==> config.mk <==
export PLATFORM = sky130hd
export DESIGN_NAME = reaction_sequencer
export DESIGN_NICKNAME = d
export VERILOG_FILES = /design/src/rtl/reaction_pkg.sv /design/src/rtl/ms_tick_gen.sv /design/src/rtl/reaction_sequencer.sv
export SDC_FILE = /design/constraint.sdc
export NUM_CORES = 1
export LEC_CHECK = 0
export CORE_MARGIN = 1.5
export CORE_UTILIZATION = 58
export DETAILED_ROUTE_END_ITERATION = 8
export GPL_TIMING_DRIVEN = 0
export PLACE_DENSITY = 0.83
export SLEW_MARGIN = 40
export SYNTH_ARGS = -nofsm -noshare
export SYNTH_HDL_FRONTEND = slang
export SYNTH_SLANG_ARGS = --single-unit
==> constraint.sdc <==
create_clock -name clk -period 3 [get_ports clk]
set_clock_uncertainty 0.2 [all_clocks]
set_input_delay 0.6 -clock clk [delete_from_list [all_inputs] [get_ports clk]]
set_output_delay 0.6 -clock clk [all_outputs]
set_load 0.005 [all_outputs]
==> src/rtl/reaction_pkg.sv <==
`default_nettype none
// ============================================================================
// Module      : reaction_pkg
// Description : Shared definitions for the reaction-timer mode controller:
//               state encoding (matches the state_decoder input), LFSR seed
//               and tap mask, and the reaction-count width.
// Ports       : none (package)
// Revision    : 1.0 - initial release
// ============================================================================
package reaction_pkg;

    typedef enum logic [2:0] {
        S_IDLE     = 3'd0,
        S_ARMED    = 3'd1,
        S_COUNTING = 3'd2,
        S_RESULT   = 3'd3,
        S_FAULT    = 3'd4
    } state_t;

    localparam logic [15:0] c_LFSR_SEED = 16'hACE1;
    // Taps 16,14,13,11 expressed as bit positions 15,13,12,10.
    localparam logic [15:0] c_LFSR_TAPS = 16'hB400;

    localparam int unsigned c_COUNT_W = 14;

endpackage : reaction_pkg
`default_nettype wire

==> src/rtl/ms_tick_gen.sv <==
`default_nettype none
// ============================================================================
// Module      : ms_tick_gen
// Description : Millisecond prescaler. Counts 0..TICK_DIV-1 and asserts
//               o_tick while the count sits at TICK_DIV-1, then wraps.
//               i_clear restarts the count from zero at the next edge.
// Ports       : clk     - system clock
//               rst_n   - synchronous reset, active-low
//               i_clear - restart the prescaler (used on every state entry)
//               o_tick  - one-cycle tick every TICK_DIV cycles
// Revision    : 1.0 - initial release
// ============================================================================
module ms_tick_gen #(
    parameter int unsigned TICK_DIV = 50000
) (
    input  logic clk,
    input  logic rst_n,
    input  logic i_clear,
    output logic o_tick
);

    localparam int unsigned     c_W    = (TICK_DIV > 1) ? $clog2(TICK_DIV) : 1;
    localparam logic [c_W-1:0]  c_LAST = c_W'(TICK_DIV - 1);

    logic [c_W-1:0] r_presc;

    always_ff @(posedge clk) begin
        if (!rst_n || i_clear) begin
            r_presc <= '0;
        end else if (o_tick) begin
            r_presc <= '0;
        end else begin
            r_presc <= r_presc + 1'b1;
        end
    end

    assign o_tick = (r_presc == c_LAST);

endmodule : ms_tick_gen
`default_nettype wire

==> src/rtl/reaction_sequencer.sv <==
`default_nettype none
// ============================================================================
// Module      : reaction_sequencer
// Description : Mode controller for the reaction-timer game. Sequences a
//               round (idle, random arming delay, ms counting, result hold,
//               early-press fault) and owns the LFSR, delay counter,
//               reaction counter and best-time register.
// Ports       : clk      - system clock
//               rst_n    - synchronous reset, active-low
//               start    - single-cycle start key pulse
//               stop     - single-cycle reaction key pulse
//               state    - 0 IDLE, 1 ARMED, 2 COUNTING, 3 RESULT, 4 FAULT
//               count_ms - live or frozen reaction time (ms)
//               best_ms  - lowest valid time since reset (ms)
//               timeout  - RESULT reached by saturation
//               new_best - RESULT round improved best_ms
// Revision    : 1.0 - initial release
// ============================================================================
module reaction_sequencer
    import reaction_pkg::*;
#(
    parameter int unsigned TICK_DIV     = 50000,
    parameter int unsigned MIN_DELAY_MS = 1000,
    parameter int unsigned DELAY_MASK   = 2047,
    parameter int unsigned MAX_COUNT    = 9999
) (
    input  logic                 clk,
    input  logic                 rst_n,
    input  logic                 start,
    input  logic                 stop,
    output logic [2:0]           state,
    output logic [c_COUNT_W-1:0] count_ms,
    output logic [c_COUNT_W-1:0] best_ms,
    output logic                 timeout,
    output logic                 new_best
);

    localparam logic [c_COUNT_W-1:0] c_MAX    = c_COUNT_W'(MAX_COUNT);
    localparam logic [c_COUNT_W-1:0] c_MAX_M1 = c_COUNT_W'(MAX_COUNT - 1);

    state_t                 r_state, w_state_nxt;
    logic [15:0]            r_lfsr;
    logic [15:0]            r_delay, w_delay_nxt;
    logic [c_COUNT_W-1:0]   r_count, w_count_nxt;
    logic [c_COUNT_W-1:0]   r_best, w_best_nxt;
    logic                   r_timeout, w_timeout_nxt;
    logic                   r_new_best, w_new_best_nxt;

    logic                   w_tick;
    logic                   w_lfsr_fb;
    logic [15:0]            w_delay_load;

    // Prescaler restarts whenever the FSM moves to a different state, so
    // every state sees its first tick exactly TICK_DIV cycles after entry.
    ms_tick_gen #(
        .TICK_DIV (TICK_DIV)
    ) u_tick (
        .clk     (clk),
        .rst_n   (rst_n),
        .i_clear (w_state_nxt != r_state),
        .o_tick  (w_tick)
    );

    assign w_lfsr_fb    = ^(r_lfsr & c_LFSR_TAPS);
    assign w_delay_load = 16'(MIN_DELAY_MS) + (r_lfsr & 16'(DELAY_MASK));

    always_comb begin
        w_state_nxt    = r_state;
        w_delay_nxt    = r_delay;
        w_count_nxt    = r_count;
        w_best_nxt     = r_best;
        w_timeout_nxt  = r_timeout;
        w_new_best_nxt = r_new_best;

        case (r_state)
            S_IDLE, S_RESULT: begin
                // start wins over a coincident stop here; stop alone is ignored.
                if (start) begin
                    w_state_nxt    = S_ARMED;
                    w_delay_nxt    = w_delay_load;
                    w_count_nxt    = '0;
                    w_timeout_nxt  = 1'b0;
                    w_new_best_nxt = 1'b0;
                end
            end
            S_ARMED: begin
                if (stop) begin
                    w_state_nxt = S_FAULT;
                end else if (w_tick) begin
                    w_delay_nxt = r_delay - 16'd1;
                    if (r_delay == 16'd1) begin
                        w_state_nxt = S_COUNTING;
                        w_count_nxt = '0;
                    end
                end
            end
            S_COUNTING: begin
                // A stop on a tick cycle drops that tick's increment.
                if (stop) begin
                    w_state_nxt = S_RESULT;
                    if (r_count < r_best) begin
                        w_best_nxt     = r_count;
                        w_new_best_nxt = 1'b1;
                    end
                end else if (w_tick) begin
                    if (r_count >= c_MAX_M1) begin
                        w_count_nxt   = c_MAX;
                        w_state_nxt   = S_RESULT;
                        w_timeout_nxt = 1'b1;
                    end else begin
                        w_count_nxt = r_count + 1'b1;
                    end
                end
            end
            S_FAULT: begin
                if (start) begin
                    w_state_nxt = S_IDLE;
                    w_count_nxt = '0;
                end
            end
            default: begin
                w_state_nxt = S_IDLE;
            end
        endcase
    end

    always_ff @(posedge clk) begin
        if (!rst_n) begin
            r_state    <= S_IDLE;
            r_lfsr     <= c_LFSR_SEED;
            r_delay    <= '0;
            r_count    <= '0;
            r_best     <= c_MAX;
            r_timeout  <= 1'b0;
            r_new_best <= 1'b0;
        end else begin
            r_state    <= w_state_nxt;
            r_lfsr     <= {r_lfsr[14:0], w_lfsr_fb};
            r_delay    <= w_delay_nxt;
            r_count    <= w_count_nxt;
            r_best     <= w_best_nxt;
            r_timeout  <= w_timeout_nxt;
            r_new_best <= w_new_best_nxt;
        end
    end

    assign state    = r_state;
    assign count_ms = r_count;
    assign best_ms  = r_best;
    assign timeout  = r_timeout;
    assign new_best = r_new_best;

endmodule : reaction_sequencer
`default_nettype wire

# [Word-level counts from Yosys, hierarchy flattened]
# Index checks and enable logic that the tools add are counted.
[totals] ff_bits=81 latchBits=0 mem_bits_rw=0 mem_bits_ro=0 inputBits=4 out_inout_bits=33 wordCells=75 memories=0
[op_classes] add_sub_neg=4 mul=0 div_mod_pow=0 order_cmp=2 eq_ne=17 shifts=0 muxes=29 n_bitwise=0 n_reduce_logical=15
[op_table] cell="$mux 14" count=7
[op_table] cell="$mux 16" count=3
[op_table] cell="$pmux 14 s3" count=1
[op_table] cell="$pmux 16 s2" count=1
[op_table] cell="$mux 3" count=8
[op_table] cell="$add 16x1->16 const B" count=1
[op_table] cell="$eq 16x1->1 const B" count=1
[op_table] cell="$eq 16x16->1 const B" count=1
[op_table] cell="$reduce_xor 16->1" count=1
[op_table] cell="$sub 16x1->16 const B" count=1
[op_table] cell="$add 14x1->14 const B" count=1
[op_table] cell="$ge 14x14->1 const B" count=1
[op_table] cell="$lt 14x14->1" count=1
[op_table] cell="$ne 2x2->1 const B" count=7
[op_table] cell="$add 10x11->12 const A" count=1
[op_table] cell="$pmux 3 s4" count=1
[op_table] cell="$reduce_and 4->1" count=2
[op_table] cell="$reduce_and 7->1" count=1
[op_table] cell="$eq 3x2->1 const B" count=2
[op_table] cell="$mux 1" count=6
[op_table] cell="$ne 2x1->1 const B" count=3
[op_table] cell="$reduce_and 5->1" count=1
[op_table] cell="$pmux 1 s2" count=2
[op_table] cell="$reduce_bool 2->1" count=2
[op_table] cell="other kinds (10)" count=11

# [Logic depth before layout (Yosys ltp)]
# Gate-level depths: netlist of the first run.
[depth] depth_word=8 ltp_mapped=9 depth_no_buf=8

# [Hierarchy]
# Synthesis of the first run repeated with hierarchy kept, for this count alone.
[unflattened] hier_cells=489 hier_area_um2=4279.1
[by_module_without_submodules] module="reaction_sequencer" instances=1 cells_per_inst=409 area_per_inst_um2=3479.6 seq_area_each_um2=1301.2
[by_module_without_submodules] module="ms_tick_gen" instances=1 cells_per_inst=80 area_per_inst_um2=799.5 seq_area_each_um2=320.3

# [Worst setup path before layout of the first run]
# Ideal clock, no wire load.
[synth_path] path_type="register to register" from="register r_count[8] (netlist: count_ms[8])" to="register r_best[10] (netlist: best_ms[10])" setup_ps=129 arrival_time_ps=1931 required_time_ps=2671 setup_slack_ps=740 path_stages_with_launch=9 path_buffers=1 period_less_slack_ps=2260 path_cell_list="dfxtp_1 -> ha_1 -> a21o_1 -> a211o_1 -> a221oi_2 -> o21ai_2 -> buf_6 -> mux2i_1 -> nand2_1"
[synth_between] elab_chain_cells=2
[synth_lines] item="from (decl)" line="reaction_sequencer.sv:44" text="logic [c_COUNT_W-1:0] r_count, w_count_nxt;"
[synth_lines] item="from (signal assigned)" line="reaction_sequencer.sv:140" text="r_count <= w_count_nxt;"
[synth_lines] item="$lt 14x14->1" line="reaction_sequencer.sv:101" text="if (r_count < r_best) begin"
[synth_lines] item="$reduce_and 3->1 (no source line)"
[synth_lines] item="to (signal assigned)" line="reaction_sequencer.sv:133" text="r_best <= c_MAX;"
[synth_lines] item="to (signal assigned)" line="reaction_sequencer.sv:141" text="r_best <= w_best_nxt;"
[synth_lines] item="to (decl)" line="reaction_sequencer.sv:45" text="logic [c_COUNT_W-1:0] r_best, w_best_nxt;"
# Every way passes these cells.
# A chain may end at the register's enable or synchronous reset.

# [Worst setup path in the final report of the first run]
[layout_path] from="register r_count[2] (netlist: count_ms[2])" to="register r_best[9] (netlist: best_ms[9])"
# Same word-level chain as after synthesis.

==> results of run 1 <==
## cell families after synthesis
family / count (synthesis) / share of synthesized area, %
multiplexers: 13 / 3.090
AO/OA/AOI/OAI: 99 / 17.74
adder cells (fa/ha/maj): 19 / 5.645
flip-flops: 81 / 38.50
AND/OR/NAND/NOR: 194 / 24.66
buffers and inverters: 44 / 4.753
XOR/XNOR: 27 / 5.615
## power by group
group | total (W) | switching (W) | internal, W
clock | 0.000897 | 0.000403 | 0.000494
combinational | 0.000282 | 0.000171 | 0.000111
sequential | 0.00115 | 0.0000346 | 0.00111
total | 0.00233 | 0.000609 | 0.00172
## flip-flops by register name (all words and copies together) (netlist names)
signal	cells
count_ms	14
best_ms	14
new_best	1
timeout	1
state	3
r_delay	16
r_lfsr	16
u_tick.r_presc	16
## final cells by class
cell class	count	share of cell area (%)
Timing Repair Buffer	35	7.143
Multi-Input combinational cell	352	48.75
Inverter	21	1.607
Clock inverter	4	1.556
Clock buffer	12	2.959
Buffer	23	2.474
Tap cell	96	2.449
Sequential cell	81	33.06
## final timing paths
kind / startpoint / end / slack (ns)
hold / removal: r_lfsr[14]$_SDFF_PN0_ / r_lfsr[15]$_SDFF_PN1_ / 0.22
setup / recovery: count_ms[2]$_SDFFE_PN0P_ / best_ms[9]$_SDFFE_PN1P_ / 0.46
setup reg to reg: count_ms[2]$_SDFFE_PN0P_ / best_ms[9]$_SDFFE_PN1P_ / 0.46
hold reg to reg: r_lfsr[14]$_SDFF_PN0_ / r_lfsr[15]$_SDFF_PN1_ / 0.22
## stage by stage
stage / std cells / hold slack (ns) / cell area (sq um) / power (W) / utilization [%]
global placement: 608 / 0.1942 / 4682 / 0.001438 / 67.79
detailed placement: 608 / 0.2024 / 4682 / 0.001449 / 67.79
finish: 624 / 0.2193 / 4905 / 0.002326 / 71.01
floorplan: 477 / 0.1863 / 4212 / 0.001379 / -
CTS: 624 / 0.2208 / 4903 / 0.002322 / 71.00
global route: 624 / 0.2524 / 4905 / 0.002414 / 71.01
## cell usage after synthesis (all sizes together) (2+ instances only)
cell type	number	share of area (%)
dfxtp	81	39
nor2	53	4.8
nand2	40	3.6
a21oi	25	3.0
nand3	23	2.7
inv	21	1.9
xor2	21	4.4
ha	19	5.6
o21ai	19	2.4
mux2i	13	3.1
and2	12	1.8
clkbuf	12	1.1
buf	11	1.8
nor3	11	1.4
a22oi	8	1.4
nand2b	8	1.2
and3	7	1.0
nor4	7	1.2
a32o	6	1.4
o221a	6	1.6
xnor2	6	1.2
nand4	5	0.74
o211ai	5	1.2
a31oi	4	0.59
nor2b	4	0.59
nor3b	4	0.83
o21bai	4	0.71
a211o	3	0.62
and4	3	0.68
nand3b	3	0.53
nand4b	3	0.98
nor4b	3	0.98
o31ai	3	1.2
or3	3	0.45
a211oi	2	0.48
a21o	2	0.36
a221oi	2	0.56
a31o	2	0.42
a41oi	2	0.42
and2b	2	0.36
and4bb	2	0.59
## metal layers
metal,global-route usage [%],wire (microns),vias to the layer above
met5,0,0,-
li1,-,-,1801
met1,31.79,4216,1754
met3,3.918,477,15
met2,48.92,4893,131
met4,9.233,153,0
==> results.md, run 1 <==
- Fillers: ~570
- Setup ws final: 0.4587 ns
- Final WL: approximately 9.7 mm
- CTS Buffer Depth: 2
- CTS root buf: clkbuf_8
- Most frequent cells in the layout: 81 x dfxtp_1, 52 x nor2_1, 40 x nand2_1
- Die area: just under 8000 sq um
- CTS tree: yes
- CP peak stage delay: 0.45 ns
- GPL Wtd Cong: ~0.87
- Final worst path period need: 2.541 ns
- GRT Residual Overflow: 0
- Fin. Hold Viols: 0
- GRT Resource Usage Total: a little over a quarter
- Clk Latency, worst-skew pair: between 0.3 and 0.4 ns
- Core footprint: between 6000 and 7000 sq um
- Setup crit start kind: flop
- Hold Crit Class: reg -> reg
- Power per cell area: approximately 470 nW/um^2
- Most used cell along the critical path: nand2_1
- Period utilisation layout: 84.71%
- Setup repair bufs after CTS: 0
- Post-synthesis cell area: 4212 sq um
- Area of the multi-input gates: roughly 2400 sq um
- N_diodes: 0
- F_max: between 0.3 and 0.4 GHz
- WHS Path Cells: 1
- Leak: slightly above 2 nW
- Die width: between 80 and 90 microns
- Commonest non-fill, non-tap cell in the layout: dfxtp_1
- Final setup TNS: 0 ns
- Worst-path clk slew: approximately 0.08 ns
- Max-cap violations: 0
- CP Cell Sequence: ha_1 -> nand2_1 -> o21ai_0 -> a41oi_1 -> o21ai_2 -> buf_6 -> mux2i_1 -> nand2_1
- Number of synthesized flops with an enable pin: 0
- Die height: 88.22 microns
- Type of element capturing the critical path: flop
- Site row count: 30
- Mapped Avg Cell Area: just under 9 sq um
- Resized Gates After CTS: 0
- Seq. cell area: 1622 sq um
- Synth unique cells: 64
- First-pass GRT wire length: around 16 mm
- Final Setup Violations: 0
- RSZ-0062 raised after global routing: no
- Post-CTS Hold Fix Bufs: 0
- Status: completed
- Yosys reg bits: between 80 and 90
- CTS buffer count: 9
- Total of warnings raised by yosys: 0
- Worst R2R Path Depth: 8
- Critical path type: reg -> reg
- DRT antenna net count: 0
- Worst Path Arrival: 2.57 ns
- # H-tree levels: 3
- Fraction of layout instances using a drive strength above 1: around 9.7%
- Pins Over Slew Limit: 0
- Seq/Total Area, Yosys: between 30% and 40%
- I/O pin total: 37
- Vias: between 3000 and 4000
- Crit path depth: 8
- Wire length per cell: approximately 16 microns
- Final HPWL DP: 7.011 mm
- CP max-delay cell: o21ai_2
- CP Data Required Time: just over 3 ns
- Initial Util: approximately 60%
- Vias in the first global route: 3486
- Largest net degree at the start of global routing: 14
- Area growth syn-to-layout: 16.46%
- Cells after Synth: about 480
- VDD IR max: 0.2735 mV
- Crit-path leading delay family: compound AO/OA/AOI/OAI gates
- DRC Markers: 0
- Worst slew pin tran: between 0.6 and 0.7 ns
- Total nets after synthesis: 500
- Slew margin rel.: 58.61%
- Initial antenna violation count: 0
- 1st-iter DRT viols: 164
- Clock sinks: about 80
- Pre-CTS WS: ~0.22 ns
- Port bufs: 35
- Avg Vias per Cell: roughly 5.9
- Fin nets: around 550
- Synth Flop Type: dfxtp_1
- Iteration count of the initial detailed-routing pass: 5
- Crit path max fanout: 10
- Asr flop ratio synth: 0%
- Buf/Inv on CP: 1
Note: power is estimated with default switching activity, not from simulation.
==> inputs of run 2 (changes only) <==
clock period = 2.5 ns   (was 3 ns; I/O delays follow)
==> run 2 against run 1 <==
Worst hold slack is essentially flat; final cell count grew 1.1%; worst setup slack lost 0.34 ns; sequential power grew 20%; final area grew 1.5%; die area is the same; clock power grew 20%; global-route usage grew 0.16 points; register-to-register slack lost 0.33 ns; flip-flop and latch count is the same; critical endpoint is now r_delay[5]$_SDFFE_PN0P_; largest power group unchanged.
==> results.md, run 2 (synthesis gave the netlist of run 1 again) <==
- Fraction of layout instances using a drive strength above 1: 11.21% (was 9.659%)
- Final worst path period need: 2.386 ns
- Crit path max fanout: 10 (unchanged)
- Post-CTS Hold Fix Bufs: 0 (unchanged)
- Hold Crit Class: reg -> reg (unchanged)
- Avg Vias per Cell: 5.881 (was 5.931)
- Slew margin rel.: 55.45% (was 58.61%)
- F_max: 0.4191 GHz
- Leak: 2.051 nW (was 2.015 nW)
- Commonest non-fill, non-tap cell in the layout: dfxtp_1 (unchanged)
- Die width: 88.22 microns (unchanged)
- GRT Residual Overflow: 0 (unchanged)
- Power per cell area: 563.6 nW/um^2 (was 474.2 nW/um^2)
- Initial antenna violation count: 0 (unchanged)
- Net Switching: 0.0007391 W (was 0.0006086 W)
- CTS Buffer Depth: 2 (unchanged)
- 1st-iter DRT viols: 165 (was 164)
- Worst-path clk slew: 0.08 ns (about the same)
- Internal: 0.002068 W (was 0.001717 W)
- VDD IR max: 0.3277 mV (was 0.2735 mV)
- CTS buffer count: 9 (unchanged)
- Pins Over Slew Limit: 0 (unchanged)
- GRT Resource Usage Total: 26.84% (was 26.68%)
- DRC Markers: 0 (unchanged)
- Final WL: 9.909 mm (was 9.741 mm)
- Worst Path Arrival: 2.41 ns (was 2.57 ns)
- Final HPWL DP: 7.011 mm (unchanged)
- Iteration count of the initial detailed-routing pass: 5 (unchanged)
- Port bufs: 35 (unchanged)
- CTS tree: yes (unchanged)
- DRT antenna net count: 0 (unchanged)
- Biggest regs: r_delay x16, r_lfsr x16, u_tick.r_presc x16 (unchanged)
- Worst slew pin tran: 0.6621 ns (was 0.6152 ns)
- Vias: 3711 (was 3701)
- # H-tree levels: 3 (unchanged)
- Part of the power in the clock network: 38.5% (was 38.6%)
- Setup crit start kind: input pin (was flop)
- CP Data Required Time: 2.52 ns (was 3.03 ns)
- Type of element capturing the critical path: flop (unchanged)
- Site row count: 30 (unchanged)
- Most frequent cells in the layout: 79 x dfxtp_1, 52 x nor2_1, 40 x nand2_1 (was 81 x dfxtp_1, 52 x nor2_1, 40 x nand2_1)
- Sw frac: 26.33% (was 26.17%)
- Critical path type: in -> reg (was reg -> reg)
- Area growth syn-to-layout: 18.24% (was 16.46%)
- Fin nets: 553 (was 546)
- Fin. Hold Viols: 0 (unchanged)
- RSZ-0062 raised after global routing: no (unchanged)
- N_diodes: 0 (unchanged)
- GPL Wtd Cong: 0.8706 (unchanged)
- Reg power frac: 49.0% (was 49.3%)
- Largest net degree at the start of global routing: 14 (unchanged)
- Die area: 7782 sq um (unchanged)
- First-pass GRT wire length: 16.35 mm (was 16.24 mm)
- Pwr Total: 0.002807 W (was 0.002326 W)
- Final Setup Violations: 0 (unchanged)
- Clock sinks: 81 (unchanged)
- I/O pin total: 37 (unchanged)
- Core footprint: 6907 sq um (unchanged)
- CTS root buf: clkbuf_8 (unchanged)
- Hold WS: 0.2193 ns (about the same)
- Final Cell Area: 4980 sq um (was 4905 sq um)
- Vias in the first global route: 3509 (was 3486)
- Logic pwr share: 12.4% (was 12.1%)
- Clk Latency, worst-skew pair: 0.35 ns (about the same)
- Cell Area, Placed: 4682 sq um (unchanged)
- Status: completed (unchanged)
- Period utilisation layout: ~95%
- Max-cap violations: 0 (unchanged)
- Initial Util: 60.98% (unchanged)
- Wire length per cell: 15.70 microns (was 15.61 microns)
- Die height: 88.22 microns (unchanged)
[run 2: power by group through the flow]
stage / Sequential [W] / Clock (W) / Combinational, W
global placement: 0.00140 / 0 / 0.000322
floorplan: 0.00140 / 0 / 0.000259
CTS: 0.00138 / 0.00108 / 0.000336
finish: 0.00138 / 0.00108 / 0.000349
detailed placement: 0.00141 / 0 / 0.000333
global route: 0.00138 / 0.00113 / 0.000392
[run 2: critical path, stage by stage]
cell and delay (ns):
clkdlybuf4s50_1 0.57, inv_1 0.11, or3_1 0.44, o31ai_4 0.08
buf_4 0.19, buf_6 0.14, o21ai_0 0.12, a22oi_1 0.19
nor2_1 0.06
[run 2: path summary, 6_finish.rpt]
check,startpoint,end,slack (ns),cells past startpoint
setup / recovery,start,r_delay[5]$_SDFFE_PN0P_,0.11,9
hold / removal,r_lfsr[14]$_SDFF_PN0_,r_lfsr[15]$_SDFF_PN1_,0.22,1
hold reg to reg,r_lfsr[14]$_SDFF_PN0_,r_lfsr[15]$_SDFF_PN1_,0.22,1
setup reg to reg,best_ms[8]$_SDFFE_PN1P_,best_ms[9]$_SDFFE_PN1P_,0.13,9
[run 2: area by class of cell]
class / count / area, sq um
Clock buffer: 12 / 145.1
Clock inverter: 4 / 76.32
Sequential cell: 81 / 1624
Tap cell: 96 / 120.1
Inverter: 21 / 78.83
Timing Repair Buffer: 42 / 415.4
Fill cell: 565 / 1927
Multi-Input combinational cell: 352 / 2399
Buffer: 23 / 121.4
[run 2: stage by stage]
step | std cells | worst slack [ns] | setup TNS, ns | util [%]
global placement | 608 | -0.1647 | -2.528 | 67.79
detailed placement | 608 | -0.1750 | -2.942 | 67.79
global route | 631 | 0.001309 | 0 | 72.10
floorplan | 477 | 0.2399 | 0 | -
finish | 631 | 0.1142 | 0 | 72.10
CTS | 624 | 0.003807 | 0 | 71.12
[run 2: metal layers]
metal / part of all wire (%) / global-route usage (%) / vias to the layer above
met3: 4.6 / 3.731 / 14
met4: 1.5 / 9.375 / 0
met5: 0 / 0 / -
li1: - / - / 1816
met1: 44 / 32.08 / 1758
met2: 50 / 49.20 / 123
[run 2: repair_timing]
item	CTS	global route
pin swaps	0	3
setup buffers	0	7
resized for setup	2	2
cloned	0	0
endpoints found under the setup margin	7	23
==> inputs of run 3 (changes only) <==
CORE_UTILIZATION = 60   (was 58)
DONT_BUFFER_PORTS = 1   (was unset)
PLACE_DENSITY = 0.79   (was 0.83)
==> run 3 against run 2 <==
Worst setup slack worse by 0.010 ns; final area shrank 8.8%; worst hold slack got worse by 0.0085 ns; critical path depth fell by 1; sequential share of layout area is 3.2 points higher; first-iteration DRC count fell by 13%.
==> results.md, run 3 (synthesis gave the netlist of run 1 again) <==
- VDD IR max: 0.4016 mV (was 0.3277 mV)
- Port bufs: 0 (was 35)
- Die width: 86.78 microns (was 88.22 microns)
- Wire length per cell: 15.85 microns (was 15.70 microns)
- Power per cell area: 569.0 nW/um^2 (was 563.6 nW/um^2)
- DRT antenna net count: 0 (unchanged)
- Die area: 7531 sq um (was 7782 sq um)
- First-pass GRT wire length: 15.39 mm (was 16.35 mm)
- Largest net degree at the start of global routing: 14 (unchanged)
- Status: completed (unchanged)
- GRT Resource Usage Total: 25.90% (was 26.84%)
- CP max-delay cell: dfxtp_1 (was clkdlybuf4s50_1)
- Vias: 3504 (was 3711)
- Pre-CTS WS: -0.09735 ns (was -0.1750 ns)
- Sw frac: 27.56% (was 26.33%)
- WHS Path Cells: 3 (was 1)
- CTS root buf: clkbuf_8 (unchanged)
- Final HPWL DP: 6.718 mm (was 7.011 mm)
- Core footprint: 6794 sq um (was 6907 sq um)
- Buf/Inv on CP: 2 (was 4)
- Fin nets: 513 (was 553)
- Die height: 86.78 microns (was 88.22 microns)
- Setup crit start: count_ms[0]$_SDFFE_PN0P_ (was start)
- Final worst path period need: 2.396 ns (was 2.386 ns)
- Most frequent cells in the layout: 78 x dfxtp_1, 52 x nor2_1, 40 x nand2_1 (was 79 x dfxtp_1, 52 x nor2_1, 40 x nand2_1)
- Final WL: 9.365 mm (was 9.909 mm)
- Initial antenna violation count: 0 (unchanged)
- Final setup TNS: 0 ns (unchanged)
- Initial Util: 61.99% (was 60.98%)
- Vias in the first global route: 3340 (was 3509)
- F_max: 0.4173 GHz (was 0.4191 GHz)
- Met1 WL: 4.200 mm (was 4.323 mm)
- I/O pin total: 37 (unchanged)
- Reg power frac: 53.3% (was 49.0%)
- DRC Markers: 0 (unchanged)
- Worst Path Arrival: 2.45 ns (was 2.41 ns)
- CTS Buffer Depth: 2 (unchanged)
- Commonest non-fill, non-tap cell in the layout: dfxtp_1 (unchanged)
- Area growth syn-to-layout: 7.784% (was 18.24%)
- Critical path type: reg -> reg (was in -> reg)
- Crit-path leading delay family: compound AO/OA/AOI/OAI gates (was buffers and inverters)
- CTS tree: yes (unchanged)
- Biggest regs: r_delay x16, r_lfsr x16, u_tick.r_presc x16 (unchanged)
- N_diodes: 0 (unchanged)
- Crit path max fanout: 10 (unchanged)
- Period utilisation layout: 95.85% (was 95.43%)
- Fraction of layout instances using a drive strength above 1: 11.72% (was 11.21%)
- GRT Residual Overflow: 0 (unchanged)
- Leak: 1.882 nW (was 2.051 nW)
- Origin of the worst min-delay path: start (was r_lfsr[14]$_SDFF_PN0_)
- Type of element capturing the critical path: flop (unchanged)
- CP Cell Sequence: inv_1 -> ha_1 -> o211ai_1 -> a21oi_1 -> o31ai_4 -> buf_2 -> a31oi_1 -> o221a_2 (was clkdlybuf4s50_1 -> inv_1 -> or3_1 -> o31ai_4 -> buf_4 -> buf_6 -> o21ai_0 -> a22oi_1 -> nor2_1)
- Worst-path clk slew: 0.08 ns (about the same)
- Max-cap violations: 0 (unchanged)
- Site row count: 30 (unchanged)
- Crit path depth: 8 (was 9)
- Hold WS: 0.2108 ns (was 0.2193 ns)
- Setup crit start kind: flop (was input pin)
- Met2 WL post-DR: 4.504 mm (was 4.979 mm)
- Clk Latency, worst-skew pair: 0.35 ns (about the same)
- Pins Over Slew Limit: 0 (unchanged)
- Worst R2R Path Depth: 8 (was 9)
- Pwr Total: 0.002583 W (was 0.002807 W)
- Worst slew pin tran: 0.7531 ns (was 0.6621 ns)
- Clock sinks: 81 (unchanged)
- Slew margin rel.: 49.33% (was 55.45%)
- Avg Vias per Cell: 5.929 (was 5.881)
- Hold Crit Class: in -> reg (was reg -> reg)
- Iteration count of the initial detailed-routing pass: 4 (was 5)
- 1st-iter DRT viols: 144 (was 165)
- Part of the power in the clock network: 33.9% (was 38.5%)
- Routed met3 length: 461 microns (was 456 microns)
- Final Setup Violations: 0 (unchanged)
- Setup ws final: 0.1039 ns (was 0.1142 ns)
- Net Switching: 0.0007118 W (was 0.0007391 W)
- Highest routed layer: met4 (unchanged)
- Internal: 0.001871 W (was 0.002068 W)
- GPL Wtd Cong: 0.9310 (was 0.8706)
- Reg-to-reg critical path startpoint: count_ms[0]$_SDFFE_PN0P_ (was best_ms[8]$_SDFFE_PN1P_)
- Logic pwr share: 12.8% (was 12.4%)
- # H-tree levels: 3 (unchanged)
- CP peak stage delay: 0.51 ns (was 0.57 ns)
- CP Data Required Time: 2.55 ns (was 2.52 ns)
- Fin. Hold Viols: 0 (unchanged)
- CTS buffer count: 9 (unchanged)
[run 3: layout make-up]
type / instances / area [sq um]
fillers: 563 / 2255
multi-input cells: 352 / 2397
plain buffers: 23 / 121.4
clock buffers: 11 / 151.4
clock inverters: 5 / 30.03
repair buffers: 2 / 15.01
inverters: 21 / 78.83
well taps: 96 / 120.1
flip-flops and latches: 81 / 1625
[run 3: worst paths after layout]
kind | endpoint | slack [ns]
max reg2reg | count_ms[9]$_SDFFE_PN0P_ | 0.10
min | state[2]$_SDFF_PN0_ | 0.21
min reg2reg | r_lfsr[15]$_SDFF_PN1_ | 0.22
max | count_ms[9]$_SDFFE_PN0P_ | 0.10
[run 3: tightest hold or removal path, stage by stage]
cell and delay (ns):
nor2_1 0.02, a22oi_1 0.13, nor3_1 0.06
[run 3: metrics by stage]
| stage | instances | cell area (sq um) | util, % |
|---|---|---|---|
| floorplan | 477 | 4212 | - |
| global placement | 573 | 4332 | 63.76 |
| detailed placement | 573 | 4332 | 63.76 |
| CTS | 589 | 4522 | 66.56 |
| global route | 591 | 4539 | 66.81 |
| finish | 591 | 4539 | 66.81 |
[run 3: per-layer routing]
layer  vias to the layer above  GRT usage [%]
met2                        95          44.19
met1                      1662          31.68
li1                       1729              -
met4                         0          8.651
met5                         -              0
met3                        18          6.667
[run 3: power groups by stage]
| stage | clock network [W] | registers, W | logic [W] |
|---|---|---|---|
| 6_report | 0.000876 | 0.00138 | 0.000330 |
| 5_1_grt | 0.000956 | 0.00138 | 0.000367 |
| 4_1_cts | 0.000898 | 0.00138 | 0.000326 |
| 3_5_place_dp | 0 | 0.00141 | 0.000324 |
| 3_3_place_gp | 0 | 0.00141 | 0.000317 |
| 2_1_floorplan | 0 | 0.00140 | 0.000259 |
[run 3: repair_timing]
item | 4_1_cts | 5_1_grt
setup buffers | 0 | 2
hold buffers | 0 | 0
resized for setup | 3 | 2
setup endpoints to repair | 7 | 18
pin swaps | 0 | 2
